==> config.mk <==
export PLATFORM = sky130hd
export DESIGN_NAME = sdf_r2_stage
export DESIGN_NICKNAME = d
export VERILOG_FILES = /design/src/rtl/fft_pkg.sv /design/src/rtl/but_real.sv /design/src/rtl/sdf_delay_line.sv /design/src/rtl/sdf_r2_stage.sv
export SDC_FILE = /design/constraint.sdc
export NUM_CORES = 1
export LEC_CHECK = 0
export ABC_AREA = 1
export ABC_CLOCK_PERIOD_IN_PS = 3300
export CORE_ASPECT_RATIO = 1.5
export CORE_MARGIN = 5
export CORE_UTILIZATION = 60
export DETAILED_ROUTE_END_ITERATION = 10
export DONT_BUFFER_PORTS = 1
export GPL_TIMING_DRIVEN = 0
export MAX_ROUTING_LAYER = met4
export PLACE_DENSITY = 0.76
export SLEW_MARGIN = 30
export SYNTH_ARGS = -nofsm -noshare
export SYNTH_HDL_FRONTEND = slang
export SYNTH_SLANG_ARGS = --single-unit
==> constraint.sdc <==
create_clock -name clk -period 3.3 [get_ports clk]
set_clock_uncertainty 0.15 [all_clocks]
set_input_delay 0.66 -clock clk [delete_from_list [all_inputs] [get_ports clk]]
set_output_delay 0.66 -clock clk [all_outputs]
set_load 0.01 [all_outputs]
==> src/rtl/fft_pkg.sv <==
// Shared FFT datapath definitions: default widths/frame length, stage state enum, sign extension.
package fft_pkg;

    localparam int FFT_IN_W  = 8;
    localparam int FFT_OUT_W = FFT_IN_W + 1;
    localparam int FFT_N     = 32;
    localparam int FFT_HALF  = FFT_N / 2;
    localparam int FFT_CNT_W = $clog2(FFT_N);

    typedef enum logic [1:0] {
        FILL  = 2'd0,
        RUN   = 2'd1,
        DRAIN = 2'd2
    } sdf_state_e;

    // Treats the low w bits of raw as two's complement and returns the value.
    function automatic int sext(input logic [31:0] raw, input int w);
        int shifted;
        shifted = int'(raw << (32 - w));
        return shifted >>> (32 - w);
    endfunction

endpackage

==> src/rtl/but_real.sv <==
// Real radix-2 butterfly: sum = a + b, diff = a - b; purely combinational, no flow control.
module but_real #(
    parameter int IN_W  = 9,
    parameter int OUT_W = 9
) (
    input  logic [IN_W-1:0]  a,
    input  logic [IN_W-1:0]  b,
    output logic [OUT_W-1:0] sum,
    output logic [OUT_W-1:0] diff
);

    logic signed [OUT_W-1:0] a_s;
    logic signed [OUT_W-1:0] b_s;

    assign a_s  = OUT_W'(signed'(a));
    assign b_s  = OUT_W'(signed'(b));
    assign sum  = a_s + b_s;
    assign diff = a_s - b_s;

endmodule

==> src/rtl/sdf_delay_line.sv <==
// DEPTH-entry shift register with enable and synchronous clear; dout is the oldest entry.
module sdf_delay_line #(
    parameter int W     = 9,
    parameter int DEPTH = 16
) (
    input  logic         clk,
    input  logic         clr,
    input  logic         en,
    input  logic [W-1:0] din,
    output logic [W-1:0] dout
);

    logic [W-1:0] mem_q [DEPTH];
    logic [W-1:0] mem_d [DEPTH];

    always_comb begin
        mem_d = mem_q;
        if (en) begin
            mem_d[0] = din;
            for (int i = 1; i < DEPTH; i++) begin
                mem_d[i] = mem_q[i-1];
            end
        end
    end

    always_ff @(posedge clk) begin
        if (clr) begin
            for (int i = 0; i < DEPTH; i++) begin
                mem_q[i] <= '0;
            end
        end else begin
            mem_q <= mem_d;
        end
    end

    assign dout = mem_q[DEPTH-1];

endmodule

==> src/rtl/sdf_r2_stage.sv <==
// Radix-2 SDF stage: streams sums x[k]+x[k+N/2], recirculates differences into next frame's first half.
// Registered outputs, 1-cycle latency, no back-pressure; SDF_FLUSH_EN adds a flush-driven drain.
module sdf_r2_stage
    import fft_pkg::*;
#(
    parameter int IN_W  = FFT_IN_W,
    parameter int OUT_W = FFT_OUT_W,
    parameter int N     = FFT_N
) (
    input  logic             clk,
    input  logic             rst,
    input  logic             in_valid,
    input  logic [IN_W-1:0]  in_data,
`ifdef SDF_FLUSH_EN
    input  logic             flush,
`endif
    output logic             out_valid,
    output logic [OUT_W-1:0] out_data,
    output logic             out_sop
);

    localparam int HALF  = N / 2;
    localparam int CNT_W = $clog2(N);

    sdf_state_e       state_q, state_d;
    logic [CNT_W-1:0] cnt_q, cnt_d;
    logic             out_valid_q, out_valid_d;
    logic [OUT_W-1:0] out_data_q, out_data_d;
    logic             out_sop_q, out_sop_d;

    logic             dl_en;
    logic [OUT_W-1:0] dl_din;
    logic [OUT_W-1:0] dl_head;
    logic [OUT_W-1:0] in_ext;
    logic [OUT_W-1:0] bf_sum;
    logic [OUT_W-1:0] bf_diff;
    logic             phase_b;
    logic             flush_go;
    logic             run_go;

    assign in_ext  = OUT_W'(sext(32'(in_data), IN_W));
    assign phase_b = cnt_q[CNT_W-1];

`ifdef SDF_FLUSH_EN
    // A flush only lands on a frame boundary, so the delay line holds exactly one frame of differences.
    assign flush_go = (state_q == RUN) && flush && (cnt_q == '0);
`else
    assign flush_go = 1'b0;
`endif
    assign run_go = in_valid && !flush_go;

    but_real #(
        .IN_W  (OUT_W),
        .OUT_W (OUT_W)
    ) u_but (
        .a    (dl_head),
        .b    (in_ext),
        .sum  (bf_sum),
        .diff (bf_diff)
    );

    sdf_delay_line #(
        .W     (OUT_W),
        .DEPTH (HALF)
    ) u_dl (
        .clk  (clk),
        .clr  (rst),
        .en   (dl_en),
        .din  (dl_din),
        .dout (dl_head)
    );

    always_comb begin
        state_d     = state_q;
        cnt_d       = cnt_q;
        out_valid_d = 1'b0;
        out_sop_d   = 1'b0;
        out_data_d  = out_data_q;
        dl_en       = 1'b0;
        dl_din      = phase_b ? bf_diff : in_ext;

        case (state_q)
            FILL: begin
                if (in_valid) begin
                    dl_en = 1'b1;
                    cnt_d = cnt_q + CNT_W'(1);
                    if (cnt_q == CNT_W'(HALF - 1)) begin
                        state_d = RUN;
                    end
                end
            end
            RUN: begin
`ifdef SDF_FLUSH_EN
                if (flush_go) begin
                    state_d = DRAIN;
                end
`endif
                if (run_go) begin
                    dl_en       = 1'b1;
                    cnt_d       = cnt_q + CNT_W'(1);
                    out_valid_d = 1'b1;
                    out_data_d  = phase_b ? bf_sum : dl_head;
                    out_sop_d   = (cnt_q == CNT_W'(HALF));
                end
            end
`ifdef SDF_FLUSH_EN
            DRAIN: begin
                // Shift zeros in so the line is empty again when FILL resumes.
                dl_en       = 1'b1;
                dl_din      = '0;
                out_valid_d = 1'b1;
                out_data_d  = dl_head;
                cnt_d       = cnt_q + CNT_W'(1);
                if (cnt_q == CNT_W'(HALF - 1)) begin
                    state_d = FILL;
                    cnt_d   = '0;
                end
            end
`endif
            default: begin
                state_d = FILL;
                cnt_d   = '0;
            end
        endcase
    end

    always_ff @(posedge clk) begin
        if (rst) begin
            state_q     <= FILL;
            cnt_q       <= '0;
            out_valid_q <= 1'b0;
            out_data_q  <= '0;
            out_sop_q   <= 1'b0;
        end else begin
            state_q     <= state_d;
            cnt_q       <= cnt_d;
            out_valid_q <= out_valid_d;
            out_data_q  <= out_data_d;
            out_sop_q   <= out_sop_d;
        end
    end

    assign out_valid = out_valid_q;
    assign out_data  = out_data_q;
    assign out_sop   = out_sop_q;

endmodule

* Yosys cells after proc, flatten, opt, wreduce, memory -nomap -nowiden *
Index checks and enable logic that the tools add are counted.

word-level totals
  bits in registers = 162

operators by class
  add/subtract/negate cells = 3
  equal/unequal tests = 5
  mux-type cells = 7
  bitwise operators = 3
  reduce and logical (&&, ||, !) cells = 7

operator list
  cell                   count
  $mux W9                2
  $add A9 B8 Y9          1
  $sub A9 B8 Y9          1
  $reduce_or A2 Y1       3
  $add A5 B1 Y5 const B  1
  $eq A5 B4 Y1 const B   1
  $eq A5 B5 Y1 const B   1
  $mux W2                2
  $ne A2 B2 Y1 const B   2
  $pmux W2 S2            1
  $not A1 Y1             3
  $reduce_and A3 Y1      1
  $reduce_or A3 Y1       1
  $eq A2 B1 Y1 const B   1
  $logic_not A2 Y1       1
  $mux W1                2
  $reduce_and A2 Y1      1

* Depth between registers and ports, before layout *
  depth in word-level cells = 4
  mapped depth = 12

* Hierarchy *
Synthesis repeated with hierarchy kept, for this count alone.

second synthesis, totals
  cell total of the unflattened synthesis = 1217
  area, all modules = 7748.7 um2

modules (own cells, without submodules)
  module          times used  cells each  area an instance (um2)  seq. area each (um2)
  sdf_delay_line  1           921         6003.3                  2882.8
  sdf_r2_stage    1           146         903.4                   340.3
  but_real        1           150         842.1                   0.0

* Worst setup path after synthesis *
No wires, ideal clock.

  path kind = input port to flip-flop
  start = input port in_data[0]
  end = register out_data_q[6] (netlist: out_data[6])
  setup time = 0.133 ns
  data arrival time = 1.761 ns
  setup slack = 1.256 ns
  stages on the path = 11
  buffers on the path = 0
  path through = ha_1 -> inv_1 -> fa_1 -> inv_1 -> nand3_1 -> nand2_1 -> nand2_1 -> nand3_1 -> nand3_1 -> nand2_1 -> a21oi_2

on the way
  cells in the longest elaborated chain, start to end = 2

RTL lines
  what                  RTL line             RTL
  from (decl)           sdf_r2_stage.sv:13   input logic [IN_W-1:0] in_data,
  $add A9 B8 Y9         but_real.sv:17       assign sum = a_s + b_s;
  $mux W9               sdf_r2_stage.sv:102  out_data_d = phase_b ? bf_sum : dl_head;
  to (signal assigned)  sdf_r2_stage.sv:138  out_data_q <= out_data_d;
  to (decl)             sdf_r2_stage.sv:28   logic [OUT_W-1:0] out_data_q, out_data_d;

Every way passes these cells.
A chain may end at the register's enable or synchronous reset.

* Worst setup path after layout *
  start = register u_dl.mem_q, in the netlist u_dl.dout[1]
  end = register out_data_q[8] (netlist: out_data[8])

on the way
  cells in the longest elaborated chain, start to end = 2

RTL lines
  what                    RTL line              RTL
  from (decl)             sdf_delay_line.sv:13  logic [W-1:0] mem_q [DEPTH];
  from (signal assigned)  sdf_delay_line.sv:32  mem_q <= mem_d;
  $add A9 B8 Y9           but_real.sv:17
  $mux W9                 sdf_r2_stage.sv:102

Every way passes these cells.

==> results by group <==
Status
  – Outcome: finished clean

Timing
  – Endpoints failing hold: 0
  – Relative slew slack: 62.1%
  – Slew Limit Fails: 0
  – Max Freq: 0.499 GHz
  – Min Clock Period, post-route: 2.00 ns
  – Period utilisation layout: 60.7%
  – Setup_tns: 0 ns
  – Setup violators final: 0
  – RSZ-0062 raised after global routing: false
  – Worst-Margin Slew: 0.568 ns

Floorplan
  – Vert. Die Dim: 137 um
  – Starting Density: 61.2%
  – Die Area: 13,000 um2
  – Num ports: 22
  – Rows: 46
  – Core area: 10,600 um2
  – DIE WIDTH: 94.9 um

CTS
  – H-tree Lvls: 4
  – Post_cts resized: 0
  – Sink Count: 161
  – Worst skew pair latency: 0.42 ns
  – Hold-fix buffers, CTS: 0
  – Postcts setup bufs: 0
  – CTS root buf: clkbuf_16
  – CTS tree: yes
  – TritonCTS buffer count: 17
  – CTS Buffer Depth: 2
  – CTS clock-pin slew for the worst setup and hold paths: 0.07 ns

Drt
  – Final ANT Viol Nets: 0
  – Drt pass-1 iters: 5
  – DR WL/cell: 13.6 um
  – Starting DRT DRC Count: 396
  – DRC: 0
  – Via density: 5.27
  – Vias: 5,486
  – Total Wirelength: 14.1 mm

Logic synthesis
  – Mapped Area: 6480 um2
  – YS warnings: 0
  – Synth top area share: 49.7%
  – Syn Inst Count: 865
  – Post-synthesis sequential area ratio: 49.7%
  – Ys flop type: dfxtp_1
  – Mapped Avg Cell Area: 7.50 um2
  – EDFF count, synth: 0
  – FFs w/ async S/R, synth: 0%
  – Seq cells post-synth: 161
  – Largest cells by area after synthesis: dfxtp_1 (50%), nor2_1 (17%), o21ai_0 (12%), ha_1 (3.7%), nand2_1 (3.5%)
  – Synth area leader: dfxtp_1
  – Post-synth net total: 897
  – Cell variety after synth: 28

Layout
  – Nets: 916
  – Layout cells sized above 1: 6.80%
  – FF/Latch Area: 3220 um2
  – Most frequent cells in the layout: nor2_1 (286), dfxtp_1 (161), o21ai_0 (150), nand2_1 (60), inv_1 (45)
  – Fillers: 903
  – Synthesis-to-finish area growth: 12.2%
  – Most common cell after layout, fill and taps aside: nor2_1
  – Post-route cell area: 7270 um2
  – Ant diodes: 0
  – Multi-input combinational cell area: 2820 um2

Global routing
  – GRT Total Usage: 24.4%
  – First-pass GRT wire length: 24.4 mm
  – GRT overflow: 0
  – Largest net degree at the start of global routing: 17
  – Initial antenna violation count: 0
  – Vias in the first global route: 5,344

Power and ir drop
  – Worst vdd rail ir drop: 0.369 mV
  – P_leak: 3.22 nW
  – PwrDens: 625 nW/um2

Worst setup path
  – Worst setup EP type: flip-flop
  – CP startpoint kind: flip-flop
  – Worst-path maximum fanout: 5
  – WS Path Type: flip-flop to flip-flop
  – Worst EP required: 3.43 ns
  – Crit-path max cell delay: 0.45 ns
  – Crit path cell chain: inv_1 > fa_1 > inv_1 > nand3_1 > nand2_1 > nand2_1 > nand3_1 > nand3_1 > nand2_1 > a21oi_2
  – Crit-path slowest cell: dfxtp_1
  – Crit path arrival time: 2.14 ns

Placement
  – Placed Area: 6660 um2
  – Hpwl dp: 10.1 mm
  – Port Buffer Count: 0
  – Gpl congestion: 0.875

Hold path
  – HP Class: primary input to flip-flop

Job
  – Max Cap Viol: 0
report_power, final:
part / switching (mW) / internal (mW) / leakage [nW]
registers: 0.0655 / 2.06 / 1.33
logic: 0.262 / 0.142 / 1.60
clock network: 0.812 / 1.20 / 0.292
cells by family (layout without fill, tap and decap cells):
kind of cell	Yosys count	count (layout)	share of synthesized area, %
xor gates and xnor gates	4	4	0.540
buffers and inverters	100	132	6.75
DFF	161	161	49.7
adders and majority gates	21	21	4.28
AOI/OAI and AO/OA	199	199	15.9
and+or+nand+nor	380	380	22.8
metrics by stage:
stage	total power [mW]	setup WS (ns)	cells	util (%)	hold WS, ns
2_1_floorplan	2.46	1.26	865	-	0.267
3_3_place_gp	2.55	1.05	1009	62.9	0.286
3_5_place_dp	2.56	1.05	1009	62.9	0.308
4_1_cts	4.57	1.32	1041	68.7	0.288
5_1_grt	4.75	1.16	1041	68.7	0.302
6_report	4.54	1.30	1041	68.7	0.303
per-layer routing:
layer	vias to the layer above	share of wire, %	track usage, %
met2	92	54	45.2
li1	2818	-	-
met3	33	3.3	4.92
met5	-	0	-
met1	2543	40	25.0
met4	0	2.6	9.23
cell usage after synthesis, drive strengths merged, types with 2 or more instances:
cell type  count
fa             2
nor3           5
o211ai         4
nand2         61
clkbuf        30
inv           45
dfxtp        161
nor2         286
o21a           2
xor2           4
ha            19
o21ai        150
a21oi         40
buf           25
nand3         24
worst max-delay path, delay by kind of cell, from the launching register on:
| kind | cells | cell delay (ns) |
|---|---|---|
| DFF | 1 | 0.45 |
| buffers and inverters | 2 | 0.22 |
| and+or+nand+nor | 6 | 0.61 |
| AOI/OAI and AO/OA | 1 | 0.05 |
| adders and majority gates | 1 | 0.40 |
path summary, 6_finish.rpt:
path                            slack (ns)          from               to  depth (start not counted)
worst max-delay path                  1.30  u_dl.dout[1]      out_data[8]                         10
worst min-delay path                  0.30    in_data[2]  u_dl.mem_q[137]                          2
worst max register to register        1.30  u_dl.dout[1]      out_data[8]                         10
worst min register to register        0.32      cnt_q[3]          out_sop                          1
sequential cells by signal, indices dropped and copies added, names as in the netlist:
| name | cells |
|---|---|
| state_q | 1 |
| u_dl.dout | 9 |
| cnt_q | 5 |
| out_data | 9 |
| out_sop | 1 |
| u_dl.mem_q | 135 |
| out_valid | 1 |
cell type report:
| class | count | area share, % |
|---|---|---|
| inverter | 45 | 2.32 |
| clock buffer | 17 | 5.85 |
| tap | 144 | 2.48 |
| multi-input combinational | 604 | 38.8 |
| buffer | 55 | 3.70 |
| sequential | 161 | 44.3 |
| clock inverter | 15 | 2.51 |
No activity file was read; power rests on OpenSTA's default activity.
